## config.mk

```make
export PLATFORM = sky130hd
export DESIGN_NAME = uart_frame_loader
export DESIGN_NICKNAME = d
export VERILOG_FILES = /design/src/rtl/uart_loader_pkg.sv /design/src/rtl/uart_loader_timer.sv /design/src/rtl/uart_frame_loader.sv
export SDC_FILE = /design/constraint.sdc
export NUM_CORES = 1
export LEC_CHECK = 0
export CORE_MARGIN = 2
export CORE_UTILIZATION = 45
export DETAILED_ROUTE_END_ITERATION = 16
export PLACE_DENSITY = 0.62
export SYNTH_ARGS = -nofsm -noshare
export SYNTH_HDL_FRONTEND = slang
export SYNTH_SLANG_ARGS = --single-unit
```

## constraint.sdc

```tcl
create_clock -name clk_rx -period 4.25 [get_ports clk_rx]
set_input_delay 0.85 -clock clk_rx [delete_from_list [all_inputs] [get_ports clk_rx]]
set_output_delay 0.85 -clock clk_rx [all_outputs]
set_load 0.02 [all_outputs]
```

## src/rtl/uart_loader_pkg.sv

```systemverilog
// Shared definitions for the UART frame loader: sync marker default,
// FSM state encoding and the error codes reported on err_code.
package uart_loader_pkg;

  localparam logic [7:0] DEFAULT_SYNC_BYTE = 8'hA5;

  localparam logic [1:0] ERR_NONE    = 2'b00;
  localparam logic [1:0] ERR_CSUM    = 2'b01;
  localparam logic [1:0] ERR_TIMEOUT = 2'b10;
  localparam logic [1:0] ERR_FRM     = 2'b11;

  typedef enum logic [2:0] {
    IDLE,
    CNT,
    ADDR_HI,
    ADDR_LO,
    DATA,
    CSUM
  } state_e;

endpackage

```

## src/rtl/uart_loader_timer.sv

```systemverilog
// Idle-cycle counter for the frame loader; expired_o flags that the
// count has reached TIMEOUT_CYC-1 and it stops there until cleared.
module uart_loader_timer #(
  parameter int TIMEOUT_CYC = 100_000
) (
  input  logic clk_i,
  input  logic rst_ni,
  input  logic clear_i,
  output logic expired_o
);

  localparam int CW = (TIMEOUT_CYC > 1) ? $clog2(TIMEOUT_CYC) : 1;
  localparam logic [CW-1:0] LIMIT = CW'(TIMEOUT_CYC - 1);

  logic [CW-1:0] count_q;

  assign expired_o = (count_q == LIMIT);

  always_ff @(posedge clk_i) begin
    if (!rst_ni) begin
      count_q <= '0;
    end else if (clear_i) begin
      count_q <= '0;
    end else if (!expired_o) begin
      count_q <= count_q + CW'(1);
    end
  end

endmodule

```

## src/rtl/uart_frame_loader.sv

```systemverilog
// Parses framed load commands popped from the UART byte FIFO and drives a
// word-wide memory write port, reporting per-frame completion or error.
module uart_frame_loader
  import uart_loader_pkg::*;
#(
  parameter int         ADDR_W      = 16,
  parameter int         TIMEOUT_CYC = 100_000,
  parameter logic [7:0] SYNC_BYTE   = DEFAULT_SYNC_BYTE
) (
  input  logic              clk_rx,
  input  logic              rst_clk_rx,
  input  logic [7:0]        rx_data,
  input  logic              rx_data_rdy,
  input  logic              frm_err,
  output logic              read_en,
  output logic              mem_we,
  output logic [ADDR_W-1:0] mem_addr,
  output logic [31:0]       mem_wdata,
  output logic              busy,
  output logic              load_done,
  output logic              load_err,
  output logic [1:0]        err_code
);

  state_e            state_q;
  logic [8:0]        words_q;
  logic [7:0]        addr_hi_q;
  logic [ADDR_W-1:0] addr_q;
  logic [23:0]       word_q;
  logic [31:0]       word_d;
  logic [1:0]        idx_q;
  logic [7:0]        csum_q;
  logic              mem_we_q;
  logic [ADDR_W-1:0] mem_addr_q;
  logic [31:0]       mem_wdata_q;
  logic              load_done_q;
  logic              load_err_q;
  logic [1:0]        err_code_q;
  logic              expired;
  logic              timer_clear;

  // The FIFO is never stalled: every available byte is popped.
  assign read_en     = rx_data_rdy & rst_clk_rx;
  assign word_d      = {word_q, rx_data};
  assign timer_clear = (state_q == IDLE) | read_en;

  assign mem_we    = mem_we_q;
  assign mem_addr  = mem_addr_q;
  assign mem_wdata = mem_wdata_q;
  assign busy      = (state_q != IDLE);
  assign load_done = load_done_q;
  assign load_err  = load_err_q;
  assign err_code  = err_code_q;

  uart_loader_timer #(
    .TIMEOUT_CYC(TIMEOUT_CYC)
  ) u_timer (
    .clk_i    (clk_rx),
    .rst_ni   (rst_clk_rx),
    .clear_i  (timer_clear),
    .expired_o(expired)
  );

  always_ff @(posedge clk_rx) begin
    if (!rst_clk_rx) begin
      state_q     <= IDLE;
      words_q     <= '0;
      addr_hi_q   <= '0;
      addr_q      <= '0;
      word_q      <= '0;
      idx_q       <= '0;
      csum_q      <= '0;
      mem_we_q    <= 1'b0;
      mem_addr_q  <= '0;
      mem_wdata_q <= '0;
      load_done_q <= 1'b0;
      load_err_q  <= 1'b0;
      err_code_q  <= ERR_NONE;
    end else begin
      mem_we_q    <= 1'b0;
      load_done_q <= 1'b0;
      load_err_q  <= 1'b0;
      // Aborts outrank byte processing; a byte popped alongside frm_err is dropped.
      if (state_q != IDLE && frm_err) begin
        load_err_q <= 1'b1;
        err_code_q <= ERR_FRM;
        state_q    <= IDLE;
      end else if (state_q != IDLE && expired) begin
        load_err_q <= 1'b1;
        err_code_q <= ERR_TIMEOUT;
        state_q    <= IDLE;
      end else if (read_en) begin
        case (state_q)
          IDLE: begin
            if (rx_data == SYNC_BYTE) begin
              state_q <= CNT;
              idx_q   <= '0;
            end
          end
          CNT: begin
            words_q <= (rx_data == 8'd0) ? 9'd256 : {1'b0, rx_data};
            csum_q  <= rx_data;
            state_q <= ADDR_HI;
          end
          ADDR_HI: begin
            addr_hi_q <= rx_data;
            csum_q    <= csum_q ^ rx_data;
            state_q   <= ADDR_LO;
          end
          ADDR_LO: begin
            addr_q  <= ADDR_W'({addr_hi_q, rx_data});
            csum_q  <= csum_q ^ rx_data;
            state_q <= DATA;
          end
          DATA: begin
            word_q <= word_d[23:0];
            idx_q  <= idx_q + 2'd1;
            csum_q <= csum_q ^ rx_data;
            if (idx_q == 2'd3) begin
              mem_we_q    <= 1'b1;
              mem_addr_q  <= addr_q;
              mem_wdata_q <= word_d;
              addr_q      <= addr_q + ADDR_W'(1);
              words_q     <= words_q - 9'd1;
              if (words_q == 9'd1) begin
                state_q <= CSUM;
              end
            end
          end
          CSUM: begin
            if (rx_data == csum_q) begin
              load_done_q <= 1'b1;
            end else begin
              load_err_q <= 1'b1;
              err_code_q <= ERR_CSUM;
            end
            state_q <= IDLE;
          end
          default: state_q <= IDLE;
        endcase
      end
    end
  end

endmodule

```

* Word-level counts from Yosys, hierarchy flattened
Index checks and enable logic that the tools add are counted.
Storage, ports and cells: output and inout bits 55, input port bits 12, flip-flop bits (word level) 140, word-level logic and storage cells 90
Operators by class: add/subtract/negate cells 4, equal/unequal tests 14, reductions and logical operators 25, bitwise logic cells 9, mux-type cells 24
Operator list (count):
- 16-bit case mux with 2 select lines | 1
- 5-bit AND reduction | 4
- 9-bit two-way mux | 2
- 9-bit case mux with 2 select lines | 1
- 17-bit by 1-bit adder with 17-bit output, second input constant | 1
- 17-bit equality test, second input constant | 1
- 16-bit by 1-bit adder with 16-bit output, second input constant | 1
- 16-bit two-way mux | 1
- 8-bit case mux with 2 select lines | 1
- 4-bit AND reduction | 4
- 3-bit case mux with 5 select lines | 1
- 2-bit two-way mux | 6
- 5-bit OR reduction | 2
- 9-bit by 1-bit equality test with 1-bit output, second input constant | 1
- 3-bit two-way mux | 3
- 3-bit nonzero test | 3
- 9-bit by 1-bit subtractor with 9-bit output, second input constant | 1
- 8-bit equality test | 1
- 8-bit equality test, second input constant | 1
- 8-bit logical NOT | 1
- 2-bit nonzero test | 4
- 8-bit XOR | 1
- 1-bit two-way mux | 7
- 3-bit by 2-bit equality test with 1-bit output, second input constant | 2
- 16 further kinds | 25

* Longest topological paths before layout
depth after elaboration 6, mapped depth 10, gate-level depth less buffers 6

* Hierarchy
From an unflattened synthesis, not the netlist that was laid out.
Second synthesis, totals: cells, all modules 783, area total of the unflattened synthesis 6272.3 µm²
By module, submodules not included:
- uart_frame_loader | sequential area each 2462.4 µm², cells each 688, times used 1, area an instance 5432.7 µm²
- uart_loader_timer | sequential area each 340.3 µm², cells each 95, times used 1, area an instance 839.6 µm²

* Worst setup path after synthesis
No wires, ideal clock.
path type register to register, from reg u_timer.count_q[12], to reg mem_addr_q[7], in the netlist mem_addr[7], data required time 4131 ps, slack 2020 ps, buffers on the path 4, period minus slack after synthesis 2230 ps, cell stages (with the launch flop) 10, arrival time 2112 ps, library setup time 119 ps, cells stage by stage dfxtp_1 > or4b_1 > or4_1 > buf_2 > and3_1 > buf_6 > buf_6 > buf_6 > nand2_1 > o21ai_1
Between the ends: longest elaborated chain between the ends 4
Ends and longest elaborated chain:
- start, declared | line uart_loader_timer.sv:15 | logic [CW-1:0] count_q;
- start signal, assigned | line uart_loader_timer.sv:25 | count_q <= count_q + CW'(1);
- 17-bit equality test | line uart_loader_timer.sv:17 | assign expired_o = (count_q == LIMIT);
- 1-bit logical AND | line uart_frame_loader.sv:88 | end else if (state_q != IDLE && expired) begin
- 1-bit inverter (no source line)
- 5-bit AND reduction (no source line)
- end signal, assigned | line uart_frame_loader.sv:121 | mem_addr_q <= addr_q;
- end, declared | line uart_frame_loader.sv:34 | logic [ADDR_W-1:0] mem_addr_q;
No other way between the ends. A chain may end at the register's enable or synchronous reset.

* Worst setup path in the final report
from in rx_data_rdy, to out read_en
Between the ends: longest elaborated chain between the ends 1
Ends and longest elaborated chain:
- start, declared | line uart_frame_loader.sv:13 | input logic rx_data_rdy,
- 1-bit bitwise AND | line uart_frame_loader.sv:43 | assign read_en = rx_data_rdy & rst_clk_rx;
- end, declared | line uart_frame_loader.sv:15 | output logic read_en,
No other way between the ends.

==> results.toml <==
[run_status]
status = "finished clean"

[route]
postRouteAntennaNets = 0
drtPass1Iterations = 4
dr_total_vias = 5487
drt-initial-drc-count = 381
detail_route.vias_per_cell = 5.50
finalWirelength_mm = 14.9
wl_per_cell_um = 14.9
drc = 0

[critical_path]
crit_path_end_kind = "output port"
worstPathMaxFanout = 6
crit_arrival_ns = 2.29
r2r-end = "addr_q[12]$_SDFFE_PN0P_"
r2r-start = "u_timer.count_q[0]$_SDFFE_PP0P_"
required_ns = 3.40
rrSetupSlack_ns = 1.40
worstSetupPathType = "primary input to output port"
cp-start-kind = "primary input"
r2r_cells = 6

[clock_network]
htreeDepth = 4
cts_resized = 0
cts_made_buffers = 17
path_clk_slew_ns = 0.06
clockBufferDepth = 2
cts_tree = "done"
clock_sinks = 140
root_buffer = "clkbuf_16"
clk_latency_ns = 0.42
post_cts_buffers = 0
hold_buffers = 0

[floorplanning]
dieWidth_um = 121
die-area_um2 = 14700
coreArea_um2 = 13300
start_util = 0.464
top_level_ports = 67
die_h_um = 121
core.rowCount = 42

[synthesis]
synth.most_common_cell = "nand2_1"
synth_top_area_frac = 0.454
synth_seq_cells = 140
yosys-top-cells-area = "dfxtp_1 45%, nand2_1 12%, o21ai_0 5.6%"
ys_top_cells_by_count = "198 x nand2_1, 140 x dfxtp_1, 69 x o21ai_0"
syn_area_um2 = 6170
async_reset_ff_frac = 0
yosysTopAreaCell = "dfxtp_1"
ys_types = 58
synth_seq_area_share = 0.454
ys.flop_type = "dfxtp_1"
synth-edff-count = 0
synth_area_per_cell_um2 = 7.97
netlist_instances = 775
yosys_warnings = 0
synthesis.nets = 792

[layout]
num-fill-cells = 1223
antenna_cells = 0
syn_to_final_growth_pct = 20.5
final_nets = 826
drive_gt1_frac = 0.0633

[pwr]
p_per_area_nw_per_um2 = 377
leakage_nw = 2.52
ir_drop_mv = 0.279

[timing]
maxSlewViolCount = 0
holdWs_ns = 0.451
final.setup.tns_ns = 0
finalCriticalPeriod_ns = 3.14
tightestPinTransition_ns = 1.18
skew_ns = 0.0113
max_slew_margin = 0.214
max_freq_ghz = 0.319
period_share = 0.739
rsz0062_at_grt = "no"
finalSetupViolations = 0
hold_viol_final = 0

[placement]
gp_congestion = 0.896
hpwl_mm = 9.86
io_buffer_count = 66

[global_route]
antenna_found_initial = 0
gr-total-overflow = 0
grt_pass1_vias = 5120
grt_max_degree = 125
track_usage = 0.211
grt_pass1_wl_mm = 24.9

[flow_run]
maxCapViolCount = 0

[min_path]
hold_start = "mem_addr[3]$_SDFFE_PN0P_"
hold_end = "mem_addr[3]$_SDFFE_PN0P_"
hold_depth = 2
min_path_type = "register to register"
-- worst max-delay path: stages --
cell and delay, ns:
clkdlybuf4s50_1 0.54, nand2_1 0.13, inv_1 0.14, clkdlybuf4s50_1 0.62
-- state kept, by name, summed over array words and instances, names as in the netlist --
signal           count
mem_wdata           32
word_q              24
u_timer.count_q     17
addr_q              16
mem_addr            16
words_q              9
addr_hi_q            8
csum_q               8
state_q              3
err_code             2
idx_q                2
load_done            1
load_err             1
mem_we               1
-- metal layers --
layer,track usage,vias up,share of wire
met3,0.0489,20,0.050
met4,0.0734,0,0.016
li1,-,2745,-
met1,0.292,2586,0.49
met2,0.321,136,0.44
met5,0,-,0
-- cell usage in the layout (no fill, tap or decap), types with 15 or more instances in the layout --
master           netlist  layout
a21oi_1               23      23
a21boi_0              33      33
nand3_1               16      16
nor2_1                55      55
dfxtp_1              140     140
xor2_1                15      15
clkdlybuf4s50_1        0      65
o21ai_0               69      69
clkbuf_16              0      17
nand2_1              198     198
-- worst max path at each step --
stage,cells after the start,start,end,slack (ns)
floorplan,9,u_timer.count_q[12]$_SDFFE_PP0P_,mem_addr[7]$_SDFFE_PN0P_,2.02
global placement,5,rst_clk_rx,u_timer.count_q[11]$_SDFFE_PP0P_,1.10
detailed placement,5,rst_clk_rx,u_timer.count_q[11]$_SDFFE_PP0P_,1.02
CTS,4,rx_data_rdy,read_en,1.11
global route,4,rx_data_rdy,read_en,1.07
finish,4,rx_data_rdy,read_en,1.11
-- metrics by stage --
stage	setup WS (ns)	cells	power (mW)	util	area [um2]
after floorplan	2.02	775	1.39	-	6170
final	1.11	998	2.81	0.560	7440
after global routing	1.07	998	2.90	0.560	7440
after detailed placement	1.02	966	1.42	0.516	6870
after CTS	1.11	998	2.83	0.560	7440
after global placement	1.10	966	1.42	0.516	6870
-- power by group --
group | switching [mW] | total (mW) | internal (mW)
registers | 0.00107 | 1.31 | 1.31
clock network | 0.550 | 1.42 | 0.867
logic | 0.0493 | 0.0754 | 0.0261
total | 0.600 | 2.81 | 2.21
-- area by class of cell --
type / instances / area, um2 / area share
clock inverters: 9 / 86.3 / 0.0116
clock buffers: 23 / 488 / 0.0656
multi-input cells: 567 / 3080 / 0.414
repair buffers: 74 / 731 / 0.0982
flip-flops and latches: 140 / 2800 / 0.377
inverters: 9 / 33.8 / 0.00454
well taps: 176 / 220 / 0.0296
-- cells by family (layout without fill, tap and decap cells) --
kind of cell	after synthesis	count (layout)	share of synthesized area
fa+ha+maj	5	5	0.0101
xor+xnor	20	20	0.0284
mux	11	11	0.0182
buf+inv	68	115	0.0495
compound gates	193	193	0.197
flops	140	140	0.454
simple gates	338	338	0.243
Power figures use the tool's default switching activity.
